`config.mk`:
```
export PLATFORM = sky130hd
export DESIGN_NAME = main_control_fsm
export DESIGN_NICKNAME = d
export VERILOG_FILES = /design/src/rtl/main_control_fsm_pkg.sv /design/src/rtl/main_control_fsm_mem_wait_timer.sv /design/src/rtl/main_control_fsm.sv
export SDC_FILE = /design/constraint.sdc
export NUM_CORES = 1
export LEC_CHECK = 0
export ABC_CLOCK_PERIOD_IN_PS = 2100
export BUFFER_PORTS_ARGS = -buffer_cell sky130_fd_sc_hd__buf_4
export CAP_MARGIN = 25
export CORE_UTILIZATION = 40
export CTS_CLUSTER_DIAMETER = 100
export DETAILED_ROUTE_END_ITERATION = 6
export PLACE_DENSITY = 0.63
export SLEW_MARGIN = 20
export SYNTH_ARGS = -nofsm -noshare
export SYNTH_HDL_FRONTEND = slang
export SYNTH_SLANG_ARGS = --single-unit
export TNS_END_PERCENT = 5
```
`constraint.sdc`:
```
create_clock -name clock -period 2.1 [get_ports clock]
set_input_delay 0 -clock clock [delete_from_list [all_inputs] [get_ports clock]]
set_output_delay 0 -clock clock [all_outputs]
set_load 0.02 [all_outputs]
```
`src/rtl/main_control_fsm_pkg.sv`:
```
// Purpose : shared opcode, ALUOp and state encodings for the multicycle main control unit.
// Latency : n/a (definitions only).
// Backpr. : n/a.
package main_control_fsm_pkg;

    localparam int OPC_W = 6;

    localparam logic [OPC_W-1:0] OP_R    = 6'b000000;
    localparam logic [OPC_W-1:0] OP_LDI  = 6'b000001;
    localparam logic [OPC_W-1:0] OP_LD   = 6'b000010;
    localparam logic [OPC_W-1:0] OP_ST   = 6'b000011;
    localparam logic [OPC_W-1:0] OP_BEQ  = 6'b000100;
    localparam logic [OPC_W-1:0] OP_BNE  = 6'b000101;
    localparam logic [OPC_W-1:0] OP_JMP  = 6'b000110;
    localparam logic [OPC_W-1:0] OP_HALT = 6'b111111;

    // ALUOp codes understood by the ALU control stage
    localparam logic [2:0] ALU_FUNCT = 3'b000;
    localparam logic [2:0] ALU_PASS1 = 3'b001;
    localparam logic [2:0] ALU_PASS2 = 3'b011;
    localparam logic [2:0] ALU_BEQ   = 3'b100;
    localparam logic [2:0] ALU_BNE   = 3'b101;

    typedef enum logic [3:0] {
        ST_FETCH  = 4'd0,
        ST_DECODE = 4'd1,
        ST_EXEC   = 4'd2,
        ST_MEM    = 4'd3,
        ST_WB     = 4'd4,
        ST_HALT   = 4'd5,
        ST_FAULT  = 4'd6
    } state_e;

    // Defined opcodes are the contiguous block 0..JMP plus HALT.
    function automatic logic is_defined_op(input logic [OPC_W-1:0] op);
        return (op <= OP_JMP) || (op == OP_HALT);
    endfunction

    function automatic logic [2:0] aluop_of(input logic [OPC_W-1:0] op);
        case (op)
            OP_LDI:       return ALU_PASS2;
            OP_LD, OP_ST: return ALU_PASS1;
            OP_BEQ:       return ALU_BEQ;
            OP_BNE:       return ALU_BNE;
            default:      return ALU_FUNCT;
        endcase
    endfunction

endpackage

```
`src/rtl/main_control_fsm_mem_wait_timer.sv`:
```
// Purpose : counts cycles a memory request waits without ready; flags expiry at limit-1.
// Latency : expired_o is combinational from the registered count.
// Backpr. : none; clear_i has priority over enable_i; limit 0 never expires.
// Ports   : clk_i, rst_i (sync, active-high), clear_i, enable_i, limit_i -> expired_o
module mem_wait_timer #(
    parameter int W = 5
) (
    input  logic         clk_i,
    input  logic         rst_i,
    input  logic         clear_i,
    input  logic         enable_i,
    input  logic [W-1:0] limit_i,
    output logic         expired_o
);

    logic [W-1:0] cnt_q, cnt_d;

    always_comb begin
        cnt_d = cnt_q;
        if (clear_i) begin
            cnt_d = '0;
        end else if (enable_i) begin
            cnt_d = cnt_q + W'(1);
        end
    end

    always_ff @(posedge clk_i) begin
        if (rst_i) begin
            cnt_q <= '0;
        end else begin
            cnt_q <= cnt_d;
        end
    end

    // Expires on the cycle that would be the limit-th waiting cycle.
    assign expired_o = (limit_i != '0) && (cnt_q == limit_i - W'(1));

endmodule

```
`src/rtl/main_control_fsm.sv`:
```
// Purpose : multicycle main control FSM: FETCH/DECODE/EXEC/MEM/WB sequencing, ALUOp and datapath strobes.
// Latency : JMP 2, BEQ/BNE 3, R/LDI/ST 4, LD 5 cycles with ready asserted immediately.
// Backpr. : req held until ready; WAIT_LIMIT cycles without ready -> FAULT (sticky until reset).
// Ports   : clock, reset (sync, active-high), instr_opcode, imem_ready, dmem_ready, alu_cond ->
//           ALUOp, ir_write, pc_inc, pc_load, pc_src, reg_write, mem_to_reg, imem_req, dmem_req,
//           dmem_we, halted, bus_error, illegal_op, state
module main_control_fsm
    import main_control_fsm_pkg::*;
#(
    parameter int OPW        = 6,
    parameter int WAIT_LIMIT = 16
) (
    input  logic           clock,
    input  logic           reset,
    input  logic [OPW-1:0] instr_opcode,
    input  logic           imem_ready,
    input  logic           dmem_ready,
    input  logic           alu_cond,
    output logic [2:0]     ALUOp,
    output logic           ir_write,
    output logic           pc_inc,
    output logic           pc_load,
    output logic           pc_src,
    output logic           reg_write,
    output logic           mem_to_reg,
    output logic           imem_req,
    output logic           dmem_req,
    output logic           dmem_we,
    output logic           halted,
    output logic           bus_error,
    output logic           illegal_op,
    output logic [3:0]     state
);

    localparam int LIM_W = (WAIT_LIMIT < 1) ? 1 : $clog2(WAIT_LIMIT + 1);

    state_e             state_q, state_d;
    logic [OPC_W-1:0]   op_q, op_d;
    logic               halted_q, bus_err_q;
    logic [OPC_W-1:0]   dec_op;
    logic               tmr_expired;

    logic [2:0] alu_c;
    logic ir_wr_c, pc_inc_c, pc_ld_c, pc_src_c, reg_wr_c, m2r_c;
    logic ireq_c, dreq_c, dwe_c, ill_c;

    assign dec_op = OPC_W'(instr_opcode);

    always_comb begin
        state_d  = state_q;
        op_d     = op_q;
        alu_c    = ALU_FUNCT;
        ir_wr_c  = 1'b0;
        pc_inc_c = 1'b0;
        pc_ld_c  = 1'b0;
        pc_src_c = 1'b0;
        reg_wr_c = 1'b0;
        m2r_c    = 1'b0;
        ireq_c   = 1'b0;
        dreq_c   = 1'b0;
        dwe_c    = 1'b0;
        ill_c    = 1'b0;
        case (state_q)
            ST_FETCH: begin
                ireq_c = 1'b1;
                // Ready on the expiry cycle still completes the fetch.
                if (imem_ready) begin
                    ir_wr_c  = 1'b1;
                    pc_inc_c = 1'b1;
                    state_d  = ST_DECODE;
                end else if (tmr_expired) begin
                    state_d = ST_FAULT;
                end
            end
            ST_DECODE: begin
                op_d = dec_op;
                if (dec_op == OP_JMP) begin
                    pc_ld_c  = 1'b1;
                    pc_src_c = 1'b1;
                    state_d  = ST_FETCH;
                end else if (dec_op == OP_HALT) begin
                    state_d = ST_HALT;
                end else if (!is_defined_op(dec_op)) begin
                    ill_c   = 1'b1;
                    state_d = ST_FETCH;
                end else begin
                    state_d = ST_EXEC;
                end
            end
            ST_EXEC: begin
                alu_c = aluop_of(op_q);
                case (op_q)
                    OP_R, OP_LDI: state_d = ST_WB;
                    OP_LD, OP_ST: state_d = ST_MEM;
                    default: begin
                        // BEQ/BNE: the ALU has already evaluated the condition.
                        pc_ld_c = alu_cond;
                        state_d = ST_FETCH;
                    end
                endcase
            end
            ST_MEM: begin
                alu_c  = aluop_of(op_q);
                dreq_c = 1'b1;
                dwe_c  = (op_q == OP_ST);
                if (dmem_ready) begin
                    state_d = (op_q == OP_LD) ? ST_WB : ST_FETCH;
                end else if (tmr_expired) begin
                    state_d = ST_FAULT;
                end
            end
            ST_WB: begin
                alu_c    = aluop_of(op_q);
                reg_wr_c = 1'b1;
                m2r_c    = (op_q == OP_LD);
                state_d  = ST_FETCH;
            end
            ST_HALT, ST_FAULT: begin
                state_d = state_q;
            end
            default: begin
                state_d = ST_FETCH;
            end
        endcase
    end

    always_ff @(posedge clock) begin
        if (reset) begin
            state_q   <= ST_FETCH;
            op_q      <= '0;
            halted_q  <= 1'b0;
            bus_err_q <= 1'b0;
        end else begin
            state_q <= state_d;
            op_q    <= op_d;
            if (state_d == ST_HALT || state_d == ST_FAULT) begin
                halted_q <= 1'b1;
            end
            if (state_d == ST_FAULT) begin
                bus_err_q <= 1'b1;
            end
        end
    end

    // Any state change restarts the count, so FETCH and MEM each start from zero.
    mem_wait_timer #(.W(LIM_W)) u_timer (
        .clk_i     (clock),
        .rst_i     (reset),
        .clear_i   (state_d != state_q),
        .enable_i  ((ireq_c & ~imem_ready) | (dreq_c & ~dmem_ready)),
        .limit_i   (LIM_W'(WAIT_LIMIT)),
        .expired_o (tmr_expired)
    );

    // Reset is synchronous, so outputs are forced low combinationally while it is high;
    // this drops any in-flight request in the reset cycle itself.
    assign ALUOp      = reset ? 3'b000 : alu_c;
    assign ir_write   = ir_wr_c   & ~reset;
    assign pc_inc     = pc_inc_c  & ~reset;
    assign pc_load    = pc_ld_c   & ~reset;
    assign pc_src     = pc_src_c  & ~reset;
    assign reg_write  = reg_wr_c  & ~reset;
    assign mem_to_reg = m2r_c     & ~reset;
    assign imem_req   = ireq_c    & ~reset;
    assign dmem_req   = dreq_c    & ~reset;
    assign dmem_we    = dwe_c     & ~reset;
    assign illegal_op = ill_c     & ~reset;
    assign halted     = halted_q  & ~reset;
    assign bus_error  = bus_err_q & ~reset;
    assign state      = reset ? 4'd0 : state_q;

endmodule
```
==> run_results.csv, run 1 <==
group,metric,value,unit
power_and_ir_drop,internal_power,0.452,mW
critical_path,worstPathArrival,2.23,ns
clocking,clockBufferDepth,2,
min_path,min_path_type,"in2reg",
floorplanning,dieArea,3030,µm²
clocking,clockRootBuffer,"clkbuf_4",
final_layout,finish.utilization,0.596,
critical_path,worst_setup_path_end_kind,"flip-flop",
logic_synthesis,synth_area_leader_cell,"dfxtp_1",
critical_path,start_kind,"flip-flop",
clocking,clock_latency,0.28,ns
final_layout,fin_area,1530,µm²
global_route,grt.met1_usage,0.256,
placed_design,dp_hpwl,1980,µm
drt,initialDrtViolationCount,42,
placed_design,gp_congestion,0.798,
logic_synthesis,synthTopCellsByCount,"dfxtp_1 (17), nand2_1 (15), nor2_1 (14), nor2b_1 (12)",
clocking,ctsHtreeMaxLevel,1,
logic_synthesis,yosysSeqAreaShare,0.302,
logic_synthesis,ys_seq_elements,17,
placed_design,post_dp_cell_area,1410,µm²
placed_design,dp.cells,203,
global_route,grt_busiest_layer,"met2",
global_route,antenna_found_initial,0,
global_route,use_met3,0.0164,
drt,wire_per_inst,12.5,µm
final_layout,drive_above_1_share,0.317,
floorplanning,row_count,18,
drt,drt_drc_violations_left,0,
power_and_ir_drop,clockPowerShare,0.279,
logic_synthesis,synth_edf_count,0,
power_and_ir_drop,power,0.607,mW
sta,tns,0,ns
floorplanning,initial_core_util,0.439,
clocking,numCtsBuffers,3,
clocking,cts_tree,"yes",
global_route,grt_pass1_wl,4090,µm
critical_path,crit_fanout,5,
sta,max_clock_freq,0.493,GHz
job,max_cap_violations,0,
placed_design,port_buffers,29,
sta,rsz0062_at_grt,"yes",
global_route,overflow,0,
global_route,grt_pass1_vias,914,
critical_path,required,2.30,ns
final_layout,nets,197,
power_and_ir_drop,power_frac_seq,0.544,
sta,hold_slack,0.0206,ns
drt,antenna_left,0,
power_and_ir_drop,p_leak,0.638,nW
drt,wl,2660,µm
global_route,grt_use_met2,0.315,
drt,via_count,1130,
final_layout,diodes,0,
critical_path,path_class,"reg2reg",
clocking,path_clk_slew,0.09,ns
power_and_ir_drop,peakVddDrop,0.263,mV
sta,finalCritPeriodShare,0.965,
sta,fin_ws,0.0735,ns
logic_synthesis,synth_top_area_share,0.302,
floorplanning,core,2570,µm²
logic_synthesis,yosysMostFrequentCell,"dfxtp_1",
logic_synthesis,synth_area,1130,µm²
logic_synthesis,yosysWarnings,0,
final_layout,fin_cells,213,
logic_synthesis,synth.net_count,154,
sta,hold_viol,0,
clocking,cts.sinks,17,
power_and_ir_drop,switching_share,0.255,
logic_synthesis,syn_area_per_cell,7.99,µm²
final_layout,area_growth,35.9,%
drt,first_pass_iters,4,
outcome,outcome,"finished clean",
power_and_ir_drop,p_per_area,396,nW/µm²
logic_synthesis,synth_cells,141,
floorplanning,die_h,55.1,µm
floorplanning,die_w,55.1,µm
global_route,grt_usage,0.191,
placed_design,pre_cts_slack,-0.142,ns
sta,finalSetupViolations,0,
global_route,grt_max_degree,21,
power_and_ir_drop,comb_power_share,0.176,
floorplanning,num_io_pins,30,
logic_synthesis,synthTopCellsByArea,"dfxtp_1 (30%), nor2b_1 (6.7%), nand2_1 (5.0%)",
logic_synthesis,synth_ff_type,"dfxtp_1",
drt,vias_per_cell,5.31,
sta,clock_skew,0.00561,ns
final_layout,fillers,233,
power_and_ir_drop,switching_power,0.155,mW
sta,report.final.slew_viol_count,0,
sta,min_period,2.03,ns
logic_synthesis,async_reset_ff_frac,0,
logic_synthesis,synth_cell_type_count,45,
-- cell usage in the layout, fill, tap and decap left out, types with 2 or more instances in the layout --
master,instances
dfxtp_1,16
ha_2,2
nor2b_1,11
o21bai_1,2
nor4b_1,2
and3_1,2
and4b_1,2
xnor2_1,2
nand2_1,15
nor3b_1,2
a31o_2,2
or3_1,2
nor4_1,2
clkbuf_4,3
nand4_1,2
nor3_1,9
inv_1,4
a21oi_1,10
buf_4,41
xor2_1,2
nand2b_1,3
nor2_1,13
o21ai_0,3
dlygate4sd3_1,6
-- kinds of logic after synthesis --
kind of cell | count (synthesis) | share of synthesized area
compound gates | 24 | 0.153
other cells | 1 | 0.00333
flops | 17 | 0.302
mux | 1 | 0.00889
buf+inv | 13 | 0.0644
simple gates | 78 | 0.390
fa+ha+maj | 2 | 0.0222
xor+xnor | 5 | 0.0556
-- final cells by class --
class	count	area (µm²)	share of cell area
clock buffers	4	26.3	0.0172
inverters	4	15.0	0.00981
multi-input cells	111	742	0.485
flip-flops and latches	17	342	0.223
well taps	30	37.5	0.0245
repair buffers	47	368	0.240
-- worst paths after layout --
check / slack [ns] / from / cells after the start / to
max reg2reg: 0.07 / u_timer.cnt_q[0] / 8 / u_timer.cnt_q[4]
min reg2reg: 0.46 / op_q[5] / 2 / op_q[5]
min: 0.02 / reset / 2 / op_q[2]
max: 0.07 / u_timer.cnt_q[0] / 8 / u_timer.cnt_q[4]
-- repair_timing --
item,in CTS,in global routing
setup buffers,0,0
pin swaps,6,1
hold buffers,6,0
gates resized for setup,3,5
endpoints found under the setup margin,6,6
hold endpoints to repair,6,0
-- metal layers --
metal / wire length [µm] / part of all wire
met3: 123 / 0.046
met5: 0 / 0
met1: 1300 / 0.49
met2: 1210 / 0.45
met4: 31 / 0.012
-- sequential cells by signal, summed over array words and instances (netlist names) --
name / count
op_q: 6
u_timer.cnt_q: 5
state_q: 4
bus_err_q: 1
halted_q: 1
-- power by group through the flow --
stage          clock (mW)  combinational [mW]  sequential [mW]
3_3_place_gp            0              0.0934            0.337
6_report            0.169               0.107            0.330
4_1_cts             0.179               0.104            0.330
2_1_floorplan           0              0.0570            0.337
3_5_place_dp            0              0.0945            0.338
5_1_grt             0.189               0.117            0.331
-- critical path, stage by stage (launching register included) --
cell	delay [ns]
dfxtp_2	0.33
ha_2	0.18
and3_1	0.19
ha_2	0.17
or4b_4	0.49
nand3_2	0.07
nor2b_4	0.12
nand4_1	0.20
nor3_1	0.19
Note: power is estimated with default switching activity, not from simulation.
==> run 2: changes to the inputs <==
ABC_AREA = 1   (was default)
PLACE_DENSITY = 0.62   (was 0.63)
==> run 2 against run 1 <==
Net effect: critical endpoint is now u_timer.cnt_q[0]; sequential share of layout area is 0.62 points higher; power up 1.8%; first-iteration DRC count shrank 24%.
==> run_results.csv, run 2 <==
group,metric,value,unit
power_and_ir_drop,internal_power,0.440,mW
final_layout,largest-register,"op_q",
final_layout,fillers,276,
final_layout,most-common-layout-cells,"nor2_1 (36), inv_1 (31), buf_4 (30)",
logic_synthesis,synth_ff_type,"dfxtp_1",
power_and_ir_drop,p_leak,0.666,nW
logic_synthesis,synth_area_leader_cell,"dfxtp_1",
sta,clock_skew,0.00226,ns
clocking,ctsHtreeMaxLevel,1,
logic_synthesis,synth_top_area_share,0.287,
floorplanning,row_count,19,
floorplanning,initial_core_util,0.427,
logic_synthesis,synthTopCellsByCount,"nor2_1 (37), inv_1 (31), nand2_1 (25), dfxtp_1 (17), nand3_1 (13)",
outcome,outcome,"finished clean",
logic_synthesis,synth.net_count,199,
sta,finalCritPeriodShare,0.926,
floorplanning,dieArea,3190,µm²
logic_synthesis,synth_area,1190,µm²
logic_synthesis,synthTopCellsByArea,"dfxtp_1 (29%), nor2_1 (12%), inv_1 (9.8%)",
drt,initialDrtViolationCount,32,
critical_path,required,2.33,ns
clocking,numCtsBuffers,3,
clocking,path_clk_slew,0.10,ns
final_layout,nets,231,
final_layout,diodes,0,
floorplanning,num_io_pins,30,
clocking,cts.sinks,17,
final_layout,fin_cells,248,
sta,max_clock_freq,0.514,GHz
global_route,overflow,0,
sta,min_period,1.94,ns
final_layout,drive_above_1_share,0.253,
critical_path,r2r_slack,0.16,ns
critical_path,start_kind,"flip-flop",
final_layout,layout.area.seq,342,µm²
global_route,grt_pass1_wl,4600,µm
drt,wire_per_inst,11.6,µm
critical_path,worstPathArrival,2.18,ns
power_and_ir_drop,peakVddDrop,0.374,mV
critical_path,path_class,"reg2reg",
power_and_ir_drop,switching_share,0.288,
placed_design,dp_hpwl,2270,µm
clocking,cts_tree,"yes",
critical_path,crit_fanout,5,
power_and_ir_drop,switching_power,0.178,mW
drt,via_count,1226,
logic_synthesis,ys_seq_elements,17,
drt,antenna_left,0,
placed_design,gp_congestion,0.954,
final_layout,multi_input_area,708,µm²
sta,report.final.slew_viol_count,0,
power_and_ir_drop,clockPowerShare,0.286,
drt,wl,2870,µm
power_and_ir_drop,power_frac_seq,0.542,
sta,rsz0062_at_grt,"no",
logic_synthesis,yosysWarnings,0,
clocking,clockBufferDepth,2,
min_path,min_path_type,"in2reg",
floorplanning,die_w,56.5,µm
logic_synthesis,yosysSeqAreaShare,0.287,
logic_synthesis,syn_area_per_cell,6.38,µm²
logic_synthesis,synth_cells,186,
clocking,clock_latency,0.29,ns
final_layout,area_growth,25.4,%
final_layout,largestRegisters,"op_q x6, u_timer.cnt_q x5, state_q x4",
global_route,grt_max_degree,19,
drt,drt_drc_violations_left,0,
floorplanning,core,2780,µm²
sta,hold_viol,0,
critical_path,worst_setup_path_end_kind,"flip-flop",
global_route,grt_pass1_vias,1137,
logic_synthesis,yosysMostFrequentCell,"nor2_1",
sta,tns,0,ns
drt,vias_per_cell,4.94,
clocking,clockRootBuffer,"clkbuf_4",
sta,finalSetupViolations,0,
placed_design,port_buffers,29,
power_and_ir_drop,comb_power_share,0.171,
drt,first_pass_iters,6,
floorplanning,die_h,56.5,µm
logic_synthesis,synth_edf_count,0,
final_layout,largest_reg_flops,6,
power_and_ir_drop,power,0.618,mW
power_and_ir_drop,p_per_area,415,nW/µm²
job,max_cap_violations,0,
placed_design,dp.cells,241,
global_route,antenna_found_initial,0,
final_layout,final_common_cell,"nor2_1",
global_route,grt_usage,0.182,
logic_synthesis,async_reset_ff_frac,0,
logic_synthesis,synth_cell_type_count,33,
[run 2: kinds of logic (layout without fill, tap and decap cells)]
logic type	count (synthesis)	count (layout)	synth area share
AND/OR/NAND/NOR	99	99	0.391
XOR/XNOR	3	3	0.0221
adder cells (fa/ha/maj)	2	2	0.0211
other	1	1	0.00316
buffers and inverters	39	70	0.139
multiplexers	2	2	0.0179
AO/OA/AOI/OAI	23	23	0.119
flip-flops	17	17	0.287
[run 2: routing by layer]
layer / track usage / vias up / wire [µm]
met2: 0.309 / 34 / 1360
met5: 0 / - / 0
met3: 0.0230 / 6 / 123
met4: 0.0906 / 0 / 56
met1: 0.225 / 534 / 1330
li1: - / 652 / -
[run 2: path summary, 6_finish.rpt]
path                                    endpoint        startpoint  depth (start not counted)
worst max-delay path            u_timer.cnt_q[0]  u_timer.cnt_q[0]                         12
worst min register to register         bus_err_q         bus_err_q                          2
worst max register to register  u_timer.cnt_q[0]  u_timer.cnt_q[0]                         12
worst min-delay path                   bus_err_q             reset                          2
[run 2: cell type report]
class                           instances  area share
Clock buffer                            3      0.0151
Timing Repair Buffer                   32       0.165
Multi-Input combinational cell        130       0.476
Sequential cell                        17       0.229
Tap cell                               31      0.0261
Clock inverter                          1     0.00336
Inverter                               34      0.0857
[run 2: critical path: stages, from the launching register on]
cell	delay (ns)
dfxtp_2	0.35
ha_1	0.20
nand2_1	0.06
nor2_1	0.04
ha_1	0.19
or2_2	0.32
nand3b_1	0.14
nand3_2	0.10
nand2_1	0.08
nand2_1	0.05
inv_1	0.08
nand4_4	0.14
nor2_2	0.13
[run 2: through the flow]
| stage | setup slack [ns] | hold WS [ns] | instance area (µm²) | utilization |
|---|---|---|---|---|
| 2_1_floorplan | 0.305 | 0.148 | 1190 | - |
| 3_3_place_gp | 0.275 | 0.289 | 1410 | 0.506 |
| 3_5_place_dp | 0.152 | 0.298 | 1410 | 0.506 |
| 4_1_cts | 0.139 | 0.00481 | 1450 | 0.523 |
| 5_1_grt | 0.00221 | 0.0107 | 1490 | 0.535 |
| 6_report | 0.155 | 0.0101 | 1490 | 0.535 |
[run 2: what timing repair did]
action                                  CTS  global route
hold endpoints to repair                  2             0
hold buffers                              2             0
endpoints found under the setup margin    0             5
resized for setup                         0             5
setup buffers                             0             1
[run 2: power by group through the flow]
stage	Clock, mW	Combinational, mW	Sequential [mW]
after floorplan	0	0.0638	0.341
after global placement	0	0.0973	0.342
after detailed placement	0	0.0986	0.342
after CTS	0.183	0.102	0.335
after global routing	0.199	0.116	0.336
final	0.177	0.106	0.335
==> run 3: changes to the inputs <==
CTS_BUF_LIST = sky130_fd_sc_hd__clkbuf_16   (was default)
==> run 3 against run 2 <==
Net effect: die area is the same; cell area increased by 2.1%; maximum frequency up 0.66%; hold slack improved by 0.025 ns; first-iteration DRC count shrank 25%; clock power increased by 120%; routed wire length rose by 1.0%; global-route usage grew 1.0 points; flip-flop and latch count is the same; power rose by 34%; count of clock-buffer cells in the layout is the same; critical path type unchanged; largest power group is now the clock network.
==> run_results.csv, run 3 (synthesis results as in run 2) <==
group,metric,value,unit
outcome,outcome,"finished clean",
final_layout,final_common_cell,"nor2_1",
sta,min_period,1.93,ns
sta,fin_ws,0.168,ns
final_layout,most-common-layout-cells,"nor2_1 (36), inv_1 (31), buf_4 (30)",
drt,via_count,1227,
floorplanning,die_w,56.5,µm
global_route,grt_max_degree,19,
drt,wl,2890,µm
final_layout,largest-register,"op_q",
power_and_ir_drop,p_per_area,543,nW/µm²
critical_path,critPathMaxStageDelay,0.33,ns
sta,clock_skew,0.00125,ns
placed_design,pre_cts_slack,0.152,ns
clocking,ctsHoldBuffers,0,
sta,tns,0,ns
placed_design,port_buffers,29,
clocking,numCtsBuffers,3,
sta,report.final.slew_viol_count,0,
global_route,antenna_found_initial,0,
clocking,path_clk_slew,0.05,ns
final_layout,finish.utilization,0.547,
final_layout,fillers,275,
drt,vias_per_cell,4.99,
sta,finalSetupViolations,0,
clocking,cts.sinks,17,
placed_design,gp_congestion,0.954,
min_path,min_path_type,"in2reg",
final_layout,largestRegisters,"op_q x6, u_timer.cnt_q x5, state_q x4",
floorplanning,num_io_pins,30,
critical_path,required,2.29,ns
floorplanning,die_h,56.5,µm
critical_path,crit_top_cell,"nand2_1",
critical_path,cpMaxStageDelayCell,"dfxtp_1",
floorplanning,dieArea,3190,µm²
power_and_ir_drop,peakVddDrop,0.459,mV
critical_path,worstPathArrival,2.12,ns
final_layout,drive_above_1_share,0.251,
final_layout,largest_reg_flops,6,
floorplanning,initial_core_util,0.427,
sta,max_clock_freq,0.518,GHz
job,max_cap_violations,0,
clocking,clock_latency,0.25,ns
critical_path,crit_fanout,5,
placed_design,dp_hpwl,2270,µm
floorplanning,row_count,19,
power_and_ir_drop,p_leak,0.680,nW
critical_path,path_class,"reg2reg",
critical_path,worst_setup_path_end_kind,"flip-flop",
drt,initialDrtViolationCount,24,
final_layout,area_growth,28.0,%
sta,hold_viol,0,
clocking,clockBufferDepth,2,
global_route,grt_usage,0.192,
floorplanning,core,2780,µm²
clocking,cts_tree,"yes",
final_layout,nets,229,
global_route,overflow,0,
clocking,ctsHtreeMaxLevel,1,
drt,wire_per_inst,11.8,µm
sta,finalCritPeriodShare,0.920,
critical_path,path_cells,"ha_1 -> nand2_1 -> nor2_1 -> ha_1 -> or2_2 -> nand3b_1 -> nand3_2 -> nand2_1 -> nand2_1 -> inv_1 -> nand4_4 -> nor2_2",
drt,antenna_left,0,
final_layout,diodes,0,
critical_path,start_kind,"flip-flop",
drt,first_pass_iters,5,
drt,drt_drc_violations_left,0,
clocking,clockRootBuffer,"clkbuf_16",
global_route,grt_pass1_wl,4720,µm
global_route,grt_pass1_vias,1139,
==> run 3: layer usage <==
| layer | global-route usage | up-vias | wire length [µm] |
|---|---|---|---|
| li1 | - | 647 | - |
| met3 | 0.0369 | 7 | 134 |
| met5 | 0 | - | 0 |
| met1 | 0.229 | 545 | 1320 |
| met2 | 0.319 | 28 | 1370 |
| met4 | 0.111 | 0 | 67 |
==> run 3: worst max-delay path, delay by kind of cell (launching register included) <==
kind | cells | cell delay [ns]
simple gates | 9 | 1.07
flops | 1 | 0.33
fa+ha+maj | 2 | 0.39
buf+inv | 1 | 0.08
==> run 3: through the flow <==
step / area (µm²) / std cells / total power, mW / hold slack [ns]
final: 1520 / 246 / 0.825 / 0.0351
after global routing: 1520 / 246 / 0.860 / 0.0682
after CTS: 1490 / 245 / 0.825 / 0.0411
after detailed placement: 1410 / 241 / 0.441 / 0.298
after global placement: 1410 / 241 / 0.439 / 0.289
after floorplan: 1190 / 186 / 0.405 / 0.148
==> run 3: cell type report <==
| cell class | count | area [µm²] | share of cell area |
|---|---|---|---|
| timing repair buffer | 30 | 225 | 0.148 |
| tap | 31 | 38.8 | 0.0255 |
| multi-input combinational | 130 | 708 | 0.466 |
| sequential | 17 | 340 | 0.224 |
| clock inverter | 1 | 5.00 | 0.00329 |
| clock buffer | 3 | 75.1 | 0.0494 |
| inverter | 34 | 128 | 0.0840 |
==> run 3: path summary, 6_finish.rpt <==
path | start | endpoint | slack [ns] | cells after the start
max | u_timer.cnt_q[0] | u_timer.cnt_q[0] | 0.17 | 12
min | instr_opcode[4] | op_q[4] | 0.04 | 3
max reg2reg | u_timer.cnt_q[0] | u_timer.cnt_q[0] | 0.17 | 12
min reg2reg | bus_err_q | bus_err_q | 0.46 | 2
==> run 3: what timing repair did <==
action                                  in CTS  in global routing
buffers inserted                             0                  1
resized for setup                            0                  4
hold endpoints to repair                     0                  0
endpoints found under the setup margin       0                  5
==> run 3: power by group <==
group          total (mW)  switching, mW  internal [mW]
Clock               0.387          0.132          0.255
Sequential          0.336        0.00601          0.329
Combinational       0.103         0.0656         0.0375
